[src/rtl/shifter_pkg.sv]
// shifter_pkg: shared types for the iterative shifter.
// ITER_SHIFTER_ROT_EN adds ROL/ROR to the supported mode set.
package shifter_pkg;
  localparam int SHAMT_W = 5;
  typedef enum logic [2:0] {
    M_LSL = 3'b000,
    M_LSR = 3'b001,
    M_ASR = 3'b010,
    M_ROL = 3'b011,
    M_ROR = 3'b100
  } shift_mode_t;
  typedef enum logic [1:0] {IDLE, SHIFT, DONE} iter_state_t;
  function automatic logic mode_ok(input logic [2:0] m);
`ifdef ITER_SHIFTER_ROT_EN
    return m <= 3'd4;
`else
    return m <= 3'd2;
`endif
  endfunction
endpackage

[src/rtl/shift_step.sv]
// shift_step: one-bit combinational shift/rotate step; ITER_SHIFTER_ROT_EN enables ROL/ROR.
module shift_step
  import shifter_pkg::*;
#(
  parameter int W = 32
) (
  input  logic [W-1:0] r,
  input  shift_mode_t  mode,
  input  logic         sin,
  output logic [W-1:0] nr,
  output logic         ob
);
  always_comb begin
    nr = r;
    ob = 1'b0;
    case (mode)
      M_LSL: {ob, nr} = {r, sin};
      M_LSR: {nr, ob} = {sin, r};
      M_ASR: {nr, ob} = {r[W-1], r};
`ifdef ITER_SHIFTER_ROT_EN
      M_ROL: {ob, nr} = {r, r[W-1]};
      M_ROR: {nr, ob} = {r[0], r};
`endif
      default: ;
    endcase
  end
endmodule

[src/rtl/iter_shifter.sv]
// iter_shifter: multi-cycle shifter doing one bit per clock.
// ITER_SHIFTER_ROT_EN enables ROL/ROR; otherwise they complete as no-ops.
module iter_shifter
  import shifter_pkg::*;
#(
  parameter int REG_WIDTH = 32
) (
  input  logic                 clk,
  input  logic                 rst_n,
  input  logic                 start,
  input  logic [REG_WIDTH-1:0] op_a,
  input  logic [SHAMT_W-1:0]   nbits,
  input  logic [2:0]           mode,
  input  logic                 sin,
  output logic                 busy,
  output logic                 done,
  output logic [REG_WIDTH-1:0] result,
  output logic                 sout
);
  iter_state_t state, state_nx;
  logic [SHAMT_W-1:0] cnt;
  shift_mode_t mode_q;
  logic sin_q;
  logic [REG_WIDTH-1:0] r_nx;
  logic ob;
  logic accept;
  assign accept = start && state != SHIFT;
  assign busy = state == SHIFT;
  assign done = state == DONE;
  shift_step #(.W(REG_WIDTH)) u_step (
    .r    (result),
    .mode (mode_q),
    .sin  (sin_q),
    .nr   (r_nx),
    .ob   (ob)
  );
  // Unsupported modes and zero shifts skip SHIFT and finish next cycle.
  always_comb begin
    state_nx = accept ? ((|nbits && mode_ok(mode)) ? SHIFT : DONE)
             : state == SHIFT ? (cnt == SHAMT_W'(1) ? DONE : SHIFT)
             : IDLE;
  end
  always_ff @(posedge clk or negedge rst_n) begin
    if (!rst_n) begin
      state  <= IDLE;
      cnt    <= '0;
      mode_q <= M_LSL;
      sin_q  <= 1'b0;
      result <= '0;
      sout   <= 1'b0;
    end else begin
      state <= state_nx;
      if (accept) begin
        cnt    <= nbits;
        mode_q <= shift_mode_t'(mode);
        sin_q  <= sin;
        result <= op_a;
        sout   <= 1'b0;
      end else if (state == SHIFT) begin
        cnt    <= cnt - SHAMT_W'(1);
        result <= r_nx;
        sout   <= ob;
      end
    end
  end
endmodule

[config.mk]
export PLATFORM = sky130hd
export DESIGN_NAME = iter_shifter
export DESIGN_NICKNAME = d
export VERILOG_FILES = /design/src/rtl/shifter_pkg.sv /design/src/rtl/shift_step.sv /design/src/rtl/iter_shifter.sv
export SDC_FILE = /design/constraint.sdc
export NUM_CORES = 1
export LEC_CHECK = 0
export CORE_MARGIN = 3
export CORE_UTILIZATION = 45
export CTS_CLUSTER_DIAMETER = 30
export CTS_CLUSTER_SIZE = 30
export DETAILED_ROUTE_END_ITERATION = 7
export PLACE_DENSITY_LB_ADDON = 0.2
export SLEW_MARGIN = 25
export SYNTH_ARGS = -nofsm -noshare
export SYNTH_HDL_FRONTEND = slang
export SYNTH_SLANG_ARGS = --single-unit
[constraint.sdc]
create_clock -name clk -period 1.84 [get_ports clk]
set_input_delay 0.368 -clock clk [delete_from_list [all_inputs] [get_ports clk]]
set_output_delay 0.368 -clock clk [all_outputs]
set_load 0.03 [all_outputs]
==> results of run 1 <==
cell usage after synthesis (all sizes together) (2+ instances only):
library cell	count	area (um^2)
a221oi	23	201
dfrtp	44	1100
nand2b	2	12.5
o22ai	25	156
o21ai	15	75.1
mux2i	9	90.1
a22o	2	26.3
inv	5	18.8
clkbuf	4	15.0
a21oi	4	20.0
nor3b	2	26.3
nand3b	2	15.0
nand2	21	83.8
a22oi	9	72.6
nor2	26	100
o221a	2	22.5
buf	15	120
ha	2	25.0
nand3	2	10.0
worst max path at each step:
stage	slack [ns]	to	cells after the start	start
global placement	0.12	cnt[3]$_DFFE_PN0P_	5	start
floorplan	0.42	result[0]$_DFFE_PN0P_	7	state[1]$_DFF_PN0_
detailed placement	0.06	cnt[3]$_DFFE_PN0P_	5	start
finish	0.05	result[12]	1	result[12]$_DFFE_PN0P_
CTS	0.03	result[19]	1	result[19]$_DFFE_PN0P_
global route	0.003	result[7]	1	result[7]$_DFFE_PN0P_
state kept, by name (all words and copies together) (netlist names):
| signal | count |
|---|---|
| mode_q | 3 |
| sin_q | 1 |
| cnt | 5 |
| result | 32 |
| state | 2 |
| sout | 1 |
area by class of cell:
type,instances,area [um^2]
clock buffers,5,68.8
flip-flops and latches,44,1100
well taps,67,83.8
inverters,5,18.8
clock inverters,3,42.5
multi-input cells,156,1020
fillers,388,1550
repair buffers,88,897
cell families (layout without fill, tap and decap cells):
family | after synthesis | count (layout)
mux | 9 | 9
buf+inv | 24 | 101
xor+xnor | 1 | 1
simple gates | 61 | 61
flops | 44 | 44
compound gates | 83 | 83
fa+ha+maj | 2 | 2
timing repair:
action / CTS / global route
gates resized for setup: 3 / 5
hold buffers: 0 / 0
endpoints found under the setup margin: 2 / 5
per-stage QoR:
| step | worst slack [ns] | power [uW] |
|---|---|---|
| 6_report | 0.0526 | 6370 |
| 3_5_place_dp | 0.0636 | 5650 |
| 4_1_cts | 0.0316 | 6400 |
| 5_1_grt | 0.00336 | 6790 |
| 2_1_floorplan | 0.422 | 4290 |
| 3_3_place_gp | 0.121 | 5590 |
layer usage:
layer  track usage [%]  wire length [um]  up-vias
met3              6.10               401        4
met4              4.45                37        0
met5                 0                 0        -
li1                  -                 -     1003
met2              32.7              3020       74
met1              29.7              2690     1065
power groups by stage:
| stage | Clock (uW) | Combinational, uW | Sequential (uW) |
|---|---|---|---|
| after floorplan | 0 | 1700 | 2590 |
| after global placement | 0 | 3590 | 2000 |
| after detailed placement | 0 | 3640 | 2010 |
| after CTS | 748 | 3650 | 2000 |
| after global routing | 788 | 3920 | 2080 |
| final | 742 | 3630 | 2010 |
==> report_table.html, run 1 <==
<table>
<tr><th>Metric</th><th>Value</th></tr>
<tr><th colspan="2">Final layout</th></tr>
<tr><td>ANT cells</td><td>0</td></tr>
<tr><td>Leading cell type in the layout, fill and taps excluded</td><td>sky130_fd_sc_hd__clkdlybuf4s50_1</td></tr>
<tr><td>Finished Cell Area</td><td>3240 um^2</td></tr>
<tr><td>Final std cells w/o fill</td><td>approximately 370</td></tr>
<tr><td>Fraction of final layout cells with drive strength greater than 1</td><td>under 10%</td></tr>
<tr><td>Net count, final</td><td>346</td></tr>
<tr><td>Top library cells by usage in the layout, fill and taps aside</td><td>sky130_fd_sc_hd__clkdlybuf4s50_1 (70), sky130_fd_sc_hd__dfrtp_1 (44), sky130_fd_sc_hd__o22ai_1 (25), sky130_fd_sc_hd__nor2_1 (25), sky130_fd_sc_hd__a221oi_1 (23)</td></tr>
<tr><td>Final design utilization</td><td>between 60% and 70%</td></tr>
<tr><td>Layout-stage area growth over the synthesis result</td><td>42.5%</td></tr>
<tr><th colspan="2">Worst setup path</th></tr>
<tr><td>Bufs and invs on worst path</td><td>1</td></tr>
<tr><td>Startpoint kind of the worst setup timing path</td><td>register</td></tr>
<tr><td>Critical path fanouts, max</td><td>4</td></tr>
<tr><td>Gate family responsible for the most delay along the worst path</td><td>buffers and inverters</td></tr>
<tr><td>Cell Chain, Critical Path</td><td>clkdlybuf4s50_1</td></tr>
<tr><td>Reg2Reg Setup Slack</td><td>between 0.2 and 0.25 ns</td></tr>
<tr><td>Required arrival time at the worst endpoint</td><td>1.47 ns</td></tr>
<tr><td>Data arrival at the endpoint of the critical path</td><td>1.42 ns</td></tr>
<tr><td>CP max stage cell</td><td>sky130_fd_sc_hd__clkdlybuf4s50_1</td></tr>
<tr><td>Worst reg2reg startpoint</td><td>mode_q[0]$_DFFE_PN0P_</td></tr>
<tr><td>Critical R2R Capture</td><td>result[22]$_DFFE_PN0P_</td></tr>
<tr><td>Worst setup EP type</td><td>output pin</td></tr>
<tr><td>Critical Path Max Stage Delay</td><td>0.70 ns</td></tr>
<tr><td>WS Path Type</td><td>reg -&gt; out</td></tr>
<tr><td>Worst Reg-to-Reg Cells</td><td>4</td></tr>
<tr><th colspan="2">Die</th></tr>
<tr><td>Number of top-level design ports</td><td>79</td></tr>
<tr><td>Floorplan row count</td><td>25</td></tr>
<tr><td>Core area</td><td>4790 um^2</td></tr>
<tr><td>DIE WIDTH</td><td>77.0 um</td></tr>
<tr><td>Starting Density</td><td>47.5%</td></tr>
<tr><td>Die outline area</td><td>5940 um^2</td></tr>
<tr><td>Die height</td><td>77.0 um</td></tr>
<tr><th colspan="2">GRT</th></tr>
<tr><td>Global Route Usage Sum</td><td>21.1%</td></tr>
<tr><td>Global-route wire length before repair</td><td>10,200 um</td></tr>
<tr><td>Largest net degree at the start of global routing</td><td>32</td></tr>
<tr><td>Number of global-route vias before repair</td><td>2,053</td></tr>
<tr><td>Sum of overflow across all layers after global routing</td><td>0</td></tr>
<tr><td>Initial antenna violation count</td><td>0</td></tr>
<tr><th colspan="2">Synthesis</th></tr>
<tr><td>Yosys warning count</td><td>0</td></tr>
<tr><td>Mux cell area share after synthesis</td><td>3.97%</td></tr>
<tr><td>Main flop type after synthesis</td><td>sky130_fd_sc_hd__dfrtp_1</td></tr>
<tr><td>Number of synthesized register bits</td><td>between 40 and 50</td></tr>
<tr><td>Unique cell type count in the Yosys netlist</td><td>38</td></tr>
<tr><td>Number of enable-type register cells in the synthesized netlist</td><td>0</td></tr>
<tr><td>Largest family of logic cells by synthesized area</td><td>compound AO/OA/AOI/OAI gates</td></tr>
<tr><td>Synth async-reset ratio</td><td>100%</td></tr>
<tr><td>Fraction of the yosys area taken by sequential cells</td><td>48.5%</td></tr>
<tr><td>Synthesized area per cell</td><td>approximately 10 um^2</td></tr>
<tr><td>Cell Area, Synth</td><td>2270 um^2</td></tr>
<tr><td>Share of the synthesized netlist area taken by xor and xnor gates</td><td>0.386%</td></tr>
<tr><td>Share of synthesized cell area in full adder, half adder and majority cells</td><td>1.10%</td></tr>
<tr><td>Syn nets</td><td>270</td></tr>
<tr><td>Fraction of the mapped netlist area in simple logic gates</td><td>between 10% and 20%</td></tr>
<tr><td>Number of standard cells after synthesis</td><td>224</td></tr>
<tr><td>Synth Area in Compound Gates</td><td>26.5%</td></tr>
<tr><th colspan="2">Job</th></tr>
<tr><td>Maximum Capacitance Violations</td><td>0</td></tr>
<tr><th colspan="2">Route</th></tr>
<tr><td>Initial drt markers</td><td>between 150 and 200</td></tr>
<tr><td>Number of search-and-repair iterations in the first detailed-routing pass</td><td>4</td></tr>
<tr><td>Number of nets with antenna violations after routing</td><td>0</td></tr>
<tr><td>Vias per cell</td><td>5.83</td></tr>
<tr><td>Number of remaining DRC errors</td><td>0</td></tr>
<tr><td>Total Wirelength</td><td>a little over 6000 um</td></tr>
<tr><td>Routed length per placed instance</td><td>16.7 um</td></tr>
<tr><td>Vias after detailed routing</td><td>roughly 2,100</td></tr>
<tr><th colspan="2">Timing</th></tr>
<tr><td>Worst slack on hold paths</td><td>around 0.066 ns</td></tr>
<tr><td>Relative slew slack</td><td>51.3%</td></tr>
<tr><td>Final hold viol count</td><td>0</td></tr>
<tr><td>Maximum frequency from static timing analysis</td><td>0.559 GHz</td></tr>
<tr><td>Max Transition Viols Final</td><td>0</td></tr>
<tr><td>Setup repair after global routing missed its margin</td><td>false</td></tr>
<tr><td>Total setup violations reported at the end of the flow</td><td>0</td></tr>
<tr><td>Final total negative setup slack</td><td>0 ns</td></tr>
<tr><td>Final period demand of the worst path</td><td>around 1.8 ns</td></tr>
<tr><td>Post-route clock skew</td><td>around 0.0074 ns</td></tr>
<tr><td>Crit share post-route</td><td>97.1%</td></tr>
<tr><td>Actual transition at the worst max-transition pin</td><td>just over 0.7 ns</td></tr>
<tr><th colspan="2">Clock tree</th></tr>
<tr><td>CTS H-tree depth</td><td>2</td></tr>
<tr><td>Clock root buffer</td><td>sky130_fd_sc_hd__clkbuf_8</td></tr>
<tr><td>Number of sinks handled by clock tree synthesis</td><td>44</td></tr>
<tr><td>Register clock-pin slew on the reported worst setup and hold paths</td><td>about 0.09 ns</td></tr>
<tr><td>Post-CTS Setup Repair Bufs</td><td>0</td></tr>
<tr><td>Clock latency on the worst-skew pair</td><td>0.30 ns</td></tr>
<tr><td>Total clock buffers created by CTS</td><td>5</td></tr>
<tr><td>Clock Tree Buf Depth</td><td>2</td></tr>
<tr><td>TritonCTS clock tree</td><td>yes</td></tr>
<tr><th colspan="2">Power</th></tr>
<tr><td>Leakage power of the design</td><td>~0.0014 uW</td></tr>
<tr><td>Worst vdd rail ir drop</td><td>around 970 uV</td></tr>
<tr><td>Net load switching power</td><td>around 3000 uW</td></tr>
<tr><td>Power Dens Cells</td><td>1970 nW/um^2</td></tr>
<tr><td>Clock network fraction of design power</td><td>11.6%</td></tr>
<tr><td>Power share of the sequential group</td><td>31.5%</td></tr>
<tr><td>Comb power frac</td><td>between 50% and 60%</td></tr>
<tr><td>Design internal power</td><td>3410 uW</td></tr>
<tr><td>Sw Ratio</td><td>a little under half</td></tr>
<tr><th colspan="2">Placement</th></tr>
<tr><td>Placed cell count</td><td>360</td></tr>
<tr><td>HPWL after detailed placement</td><td>about 4400 um</td></tr>
<tr><td>Number of buffer cells added on primary ports</td><td>78</td></tr>
<tr><td>Placer's final routability congestion estimate</td><td>0.857</td></tr>
<tr><td>Cell area after placement</td><td>3110 um^2</td></tr>
<tr><th colspan="2">Status</th></tr>
<tr><td>Outcome</td><td>finished, final reports clean</td></tr>
<tr><th colspan="2">Min path</th></tr>
<tr><td>Hold Path Class</td><td>in -&gt; async</td></tr>
</table>
Power figures use the tool's default switching activity.
==> run 2, diff against run 1 <==
--- a/config.mk
+++ b/config.mk
@@ -5,6 +5,7 @@
 export SDC_FILE = /design/constraint.sdc
 export NUM_CORES = 1
 export LEC_CHECK = 0
+export CAP_MARGIN = 20
 export CORE_MARGIN = 3
 export CORE_UTILIZATION = 45
 export CTS_CLUSTER_DIAMETER = 30
==> results of run 2 <==
The final DEF is identical to that of run 1; final timing and power are the same.
==> run 3, diff against run 2 <==
--- a/config.mk
+++ b/config.mk
@@ -5,7 +5,7 @@
 export SDC_FILE = /design/constraint.sdc
 export NUM_CORES = 1
 export LEC_CHECK = 0
-export CAP_MARGIN = 20
+export CAP_MARGIN = 25
 export CORE_MARGIN = 3
 export CORE_UTILIZATION = 45
 export CTS_CLUSTER_DIAMETER = 30
==> constraint.sdc (replaced) <==
create_clock -name clk -period 1.84 [get_ports clk]
set_input_delay 0.368 -clock clk [delete_from_list [all_inputs] [get_ports clk]]
set_output_delay 0.368 -clock clk [all_outputs]
set_load 0.01 [all_outputs]
==> run 3 against run 2 <==
Effect of this change: cell count is 0.27% higher; clock power is essentially flat; first-iteration DRC count down 13%; via count up 0.93%; count of clock-buffer cells in the layout unchanged; global-route usage is 0.23 points higher; die area did not move; total power fell by 9.1%; core utilization shrank 0.47 points; largest cell class unchanged; largest power group unchanged.
==> report_table.html, run 3 (same netlist as run 1, synthesis figures left out) <==
<table>
<tr><th>Metric</th><th>Value</th></tr>
<tr><th colspan="2">Status</th></tr>
<tr><td>Outcome</td><td>finished, final reports clean</td></tr>
<tr><th colspan="2">Placement</th></tr>
<tr><td>Placed cell count</td><td>361</td></tr>
<tr><td>Worst slack, placed</td><td>0.0923 ns</td></tr>
<tr><td>Number of buffer cells added on primary ports</td><td>78</td></tr>
<tr><td>Placer's final routability congestion estimate</td><td>0.841</td></tr>
<tr><td>HPWL after detailed placement</td><td>4310 um</td></tr>
<tr><th colspan="2">Clock tree</th></tr>
<tr><td>Clock latency on the worst-skew pair</td><td>0.30 ns</td></tr>
<tr><td>Clock root buffer</td><td>sky130_fd_sc_hd__clkbuf_8</td></tr>
<tr><td>CTS H-tree depth</td><td>2</td></tr>
<tr><td>Clock Tree Buf Depth</td><td>2</td></tr>
<tr><td>TritonCTS clock tree</td><td>yes</td></tr>
<tr><td>Total clock buffers created by CTS</td><td>5</td></tr>
<tr><td>Register clock-pin slew on the reported worst setup and hold paths</td><td>around 0.09 ns</td></tr>
<tr><td>Number of sinks handled by clock tree synthesis</td><td>44</td></tr>
<tr><th colspan="2">Timing</th></tr>
<tr><td>Max Transition Viols Final</td><td>0</td></tr>
<tr><td>Actual transition at the worst max-transition pin</td><td>0.757 ns</td></tr>
<tr><td>Relative slew slack</td><td>49.4%</td></tr>
<tr><td>Crit share post-route</td><td>94.4%</td></tr>
<tr><td>Total setup violations reported at the end of the flow</td><td>0</td></tr>
<tr><td>Final period demand of the worst path</td><td>1.74 ns</td></tr>
<tr><td>Post-route clock skew</td><td>0.00971 ns</td></tr>
<tr><td>Final worst slack</td><td>0.103 ns</td></tr>
<tr><td>Final hold viol count</td><td>0</td></tr>
<tr><td>Maximum frequency from static timing analysis</td><td>0.576 GHz</td></tr>
<tr><td>Setup repair after global routing missed its margin</td><td>false</td></tr>
<tr><td>Final total negative setup slack</td><td>0 ns</td></tr>
<tr><th colspan="2">GRT</th></tr>
<tr><td>Global Route Usage Sum</td><td>a little over a fifth</td></tr>
<tr><td>Met3 track demand over resource</td><td>5.52%</td></tr>
<tr><td>Initial antenna violation count</td><td>0</td></tr>
<tr><td>Global-route wire length before repair</td><td>10,300 um</td></tr>
<tr><td>Number of global-route vias before repair</td><td>2,108</td></tr>
<tr><td>Routing usage on met1</td><td>28.5%</td></tr>
<tr><td>Busiest layer in global routing</td><td>met2</td></tr>
<tr><td>GRT met2 Usage</td><td>33.8%</td></tr>
<tr><td>Largest net degree at the start of global routing</td><td>45</td></tr>
<tr><td>Sum of overflow across all layers after global routing</td><td>0</td></tr>
<tr><th colspan="2">Final layout</th></tr>
<tr><td>Filler cell count</td><td>407</td></tr>
<tr><td>Layout-stage area growth over the synthesis result</td><td>41.5%</td></tr>
<tr><td>Number of flip-flops in the largest register</td><td>32</td></tr>
<tr><td>Leading cell type in the layout, fill and taps excluded</td><td>sky130_fd_sc_hd__clkdlybuf4s50_1</td></tr>
<tr><td>Regs by FF count</td><td>result x32, cnt x5, mode_q x3</td></tr>
<tr><td>Net count, final</td><td>347</td></tr>
<tr><td>Top library cells by usage in the layout, fill and taps aside</td><td>sky130_fd_sc_hd__clkdlybuf4s50_1 (76), sky130_fd_sc_hd__dfrtp_1 (44), sky130_fd_sc_hd__o22ai_1 (25), sky130_fd_sc_hd__nor2_1 (25), sky130_fd_sc_hd__a221oi_1 (23)</td></tr>
<tr><td>ANT cells</td><td>0</td></tr>
<tr><td>Fraction of final layout cells with drive strength greater than 1</td><td>9.27%</td></tr>
<tr><td>Final std cells w/o fill</td><td>369</td></tr>
<tr><td>Register with the most flip-flops</td><td>result</td></tr>
<tr><th colspan="2">Worst setup path</th></tr>
<tr><td>CP max stage cell</td><td>sky130_fd_sc_hd__clkdlybuf4s50_1</td></tr>
<tr><td>Reg2Reg Setup Slack</td><td>~0.22 ns</td></tr>
<tr><td>Cell Chain, Critical Path</td><td>nor2b_1, clkdlybuf4s50_1</td></tr>
<tr><td>Critical R2R Capture</td><td>result[3]$_DFFE_PN0P_</td></tr>
<tr><td>Gate family responsible for the most delay along the worst path</td><td>buffers and inverters</td></tr>
<tr><td>WS Path Type</td><td>reg -&gt; out</td></tr>
<tr><td>Required arrival time at the worst endpoint</td><td>1.47 ns</td></tr>
<tr><td>Worst reg2reg startpoint</td><td>mode_q[1]$_DFFE_PN0P_</td></tr>
<tr><td>Bufs and invs on worst path</td><td>1</td></tr>
<tr><td>Worst setup EP type</td><td>output pin</td></tr>
<tr><td>Startpoint kind of the worst setup timing path</td><td>register</td></tr>
<tr><td>Worst Reg-to-Reg Cells</td><td>4</td></tr>
<tr><td>Data arrival at the endpoint of the critical path</td><td>1.37 ns</td></tr>
<tr><td>Critical path fanouts, max</td><td>3</td></tr>
<tr><td>Critical Path Max Stage Delay</td><td>0.53 ns</td></tr>
<tr><th colspan="2">Route</th></tr>
<tr><td>Vias per cell</td><td>5.87</td></tr>
<tr><td>Number of search-and-repair iterations in the first detailed-routing pass</td><td>4</td></tr>
<tr><td>Total Wirelength</td><td>about 6300 um</td></tr>
<tr><td>Vias after detailed routing</td><td>2,166</td></tr>
<tr><td>Routed length per placed instance</td><td>17.1 um</td></tr>
<tr><td>Number of nets with antenna violations after routing</td><td>0</td></tr>
<tr><td>Number of remaining DRC errors</td><td>0</td></tr>
<tr><td>Initial drt markers</td><td>143</td></tr>
<tr><th colspan="2">Min path</th></tr>
<tr><td>Hold Path Class</td><td>in -&gt; async</td></tr>
<tr><th colspan="2">Die</th></tr>
<tr><td>Die height</td><td>77.0 um</td></tr>
<tr><td>Floorplan row count</td><td>25</td></tr>
<tr><td>Core area</td><td>4790 um^2</td></tr>
<tr><td>Number of top-level design ports</td><td>79</td></tr>
<tr><td>Starting Density</td><td>a little under half</td></tr>
<tr><td>Die outline area</td><td>5940 um^2</td></tr>
<tr><td>DIE WIDTH</td><td>77.0 um</td></tr>
<tr><th colspan="2">Power</th></tr>
<tr><td>Worst vdd rail ir drop</td><td>832 uV</td></tr>
<tr><td>Leakage power of the design</td><td>0.00130 uW</td></tr>
<tr><td>Power Dens Cells</td><td>1800 nW/um^2</td></tr>
<tr><th colspan="2">Job</th></tr>
<tr><td>Maximum Capacitance Violations</td><td>0</td></tr>
</table>
## run 3: area by class of cell
| class | instances | area (um^2) | share of cell area (%) |
|---|---|---|---|
| inverter | 5 | 18.8 | 0.584 |
| tap | 67 | 83.8 | 2.61 |
| sequential | 44 | 1100 | 34.3 |
| timing repair buffer | 89 | 882 | 27.5 |
| multi-input combinational | 156 | 1020 | 31.6 |
| clock buffer | 5 | 68.8 | 2.14 |
| clock inverter | 3 | 42.5 | 1.32 |
## run 3: timing repair
item / in CTS / in global routing
buffers inserted: 0 / 0
hold buffers: 0 / 0
gates resized for setup: 1 / 0
setup endpoints to repair: 1 / 0
## run 3: how the worst max path moves through the flow
stage / start / end / cells past startpoint
2_1_floorplan: state[1]$_DFF_PN0_ / result[0]$_DFFE_PN0P_ / 7
3_3_place_gp: nbits[2] / state[0]$_DFF_PN0_ / 4
3_5_place_dp: start / cnt[3]$_DFFE_PN0P_ / 5
4_1_cts: state[1]$_DFF_PN0_ / done / 2
5_1_grt: state[1]$_DFF_PN0_ / done / 2
6_report: state[1]$_DFF_PN0_ / done / 2
## run 3: metrics by stage
step | hold WS (ns) | cell area, um^2 | power, uW | utilization (%)
after floorplan | 0.0724 | 2270 | 3710 | -
after global placement | 0.362 | 3100 | 4990 | 64.8
after detailed placement | 0.363 | 3100 | 5050 | 64.8
after CTS | 0.0406 | 3210 | 5810 | 67.1
after global routing | 0.0488 | 3210 | 6190 | 67.1
final | 0.0245 | 3210 | 5790 | 67.1
## run 3: layer usage
layer  up-vias  wire [um]
met5         -          0
met4         0        104
met3        13        414
met2        87       3070
met1      1057       2730
li1       1009          -
## run 3: worst register-to-register path, stage by stage, from the launching register on
cell and delay, ns:
sky130_fd_sc_hd__dfrtp_1 0.39, sky130_fd_sc_hd__nor2_1 0.59, sky130_fd_sc_hd__buf_4 0.33, sky130_fd_sc_hd__a221oi_1 0.13
sky130_fd_sc_hd__nor2_1 0.12
## run 3: report_power, final
| part | total, uW | internal [uW] | switching, uW |
|---|---|---|---|
| clock | 743 | 402 | 341 |
| combinational | 3040 | 1550 | 1490 |
| sequential | 2000 | 1450 | 553 |
| total | 5790 | 3400 | 2390 |
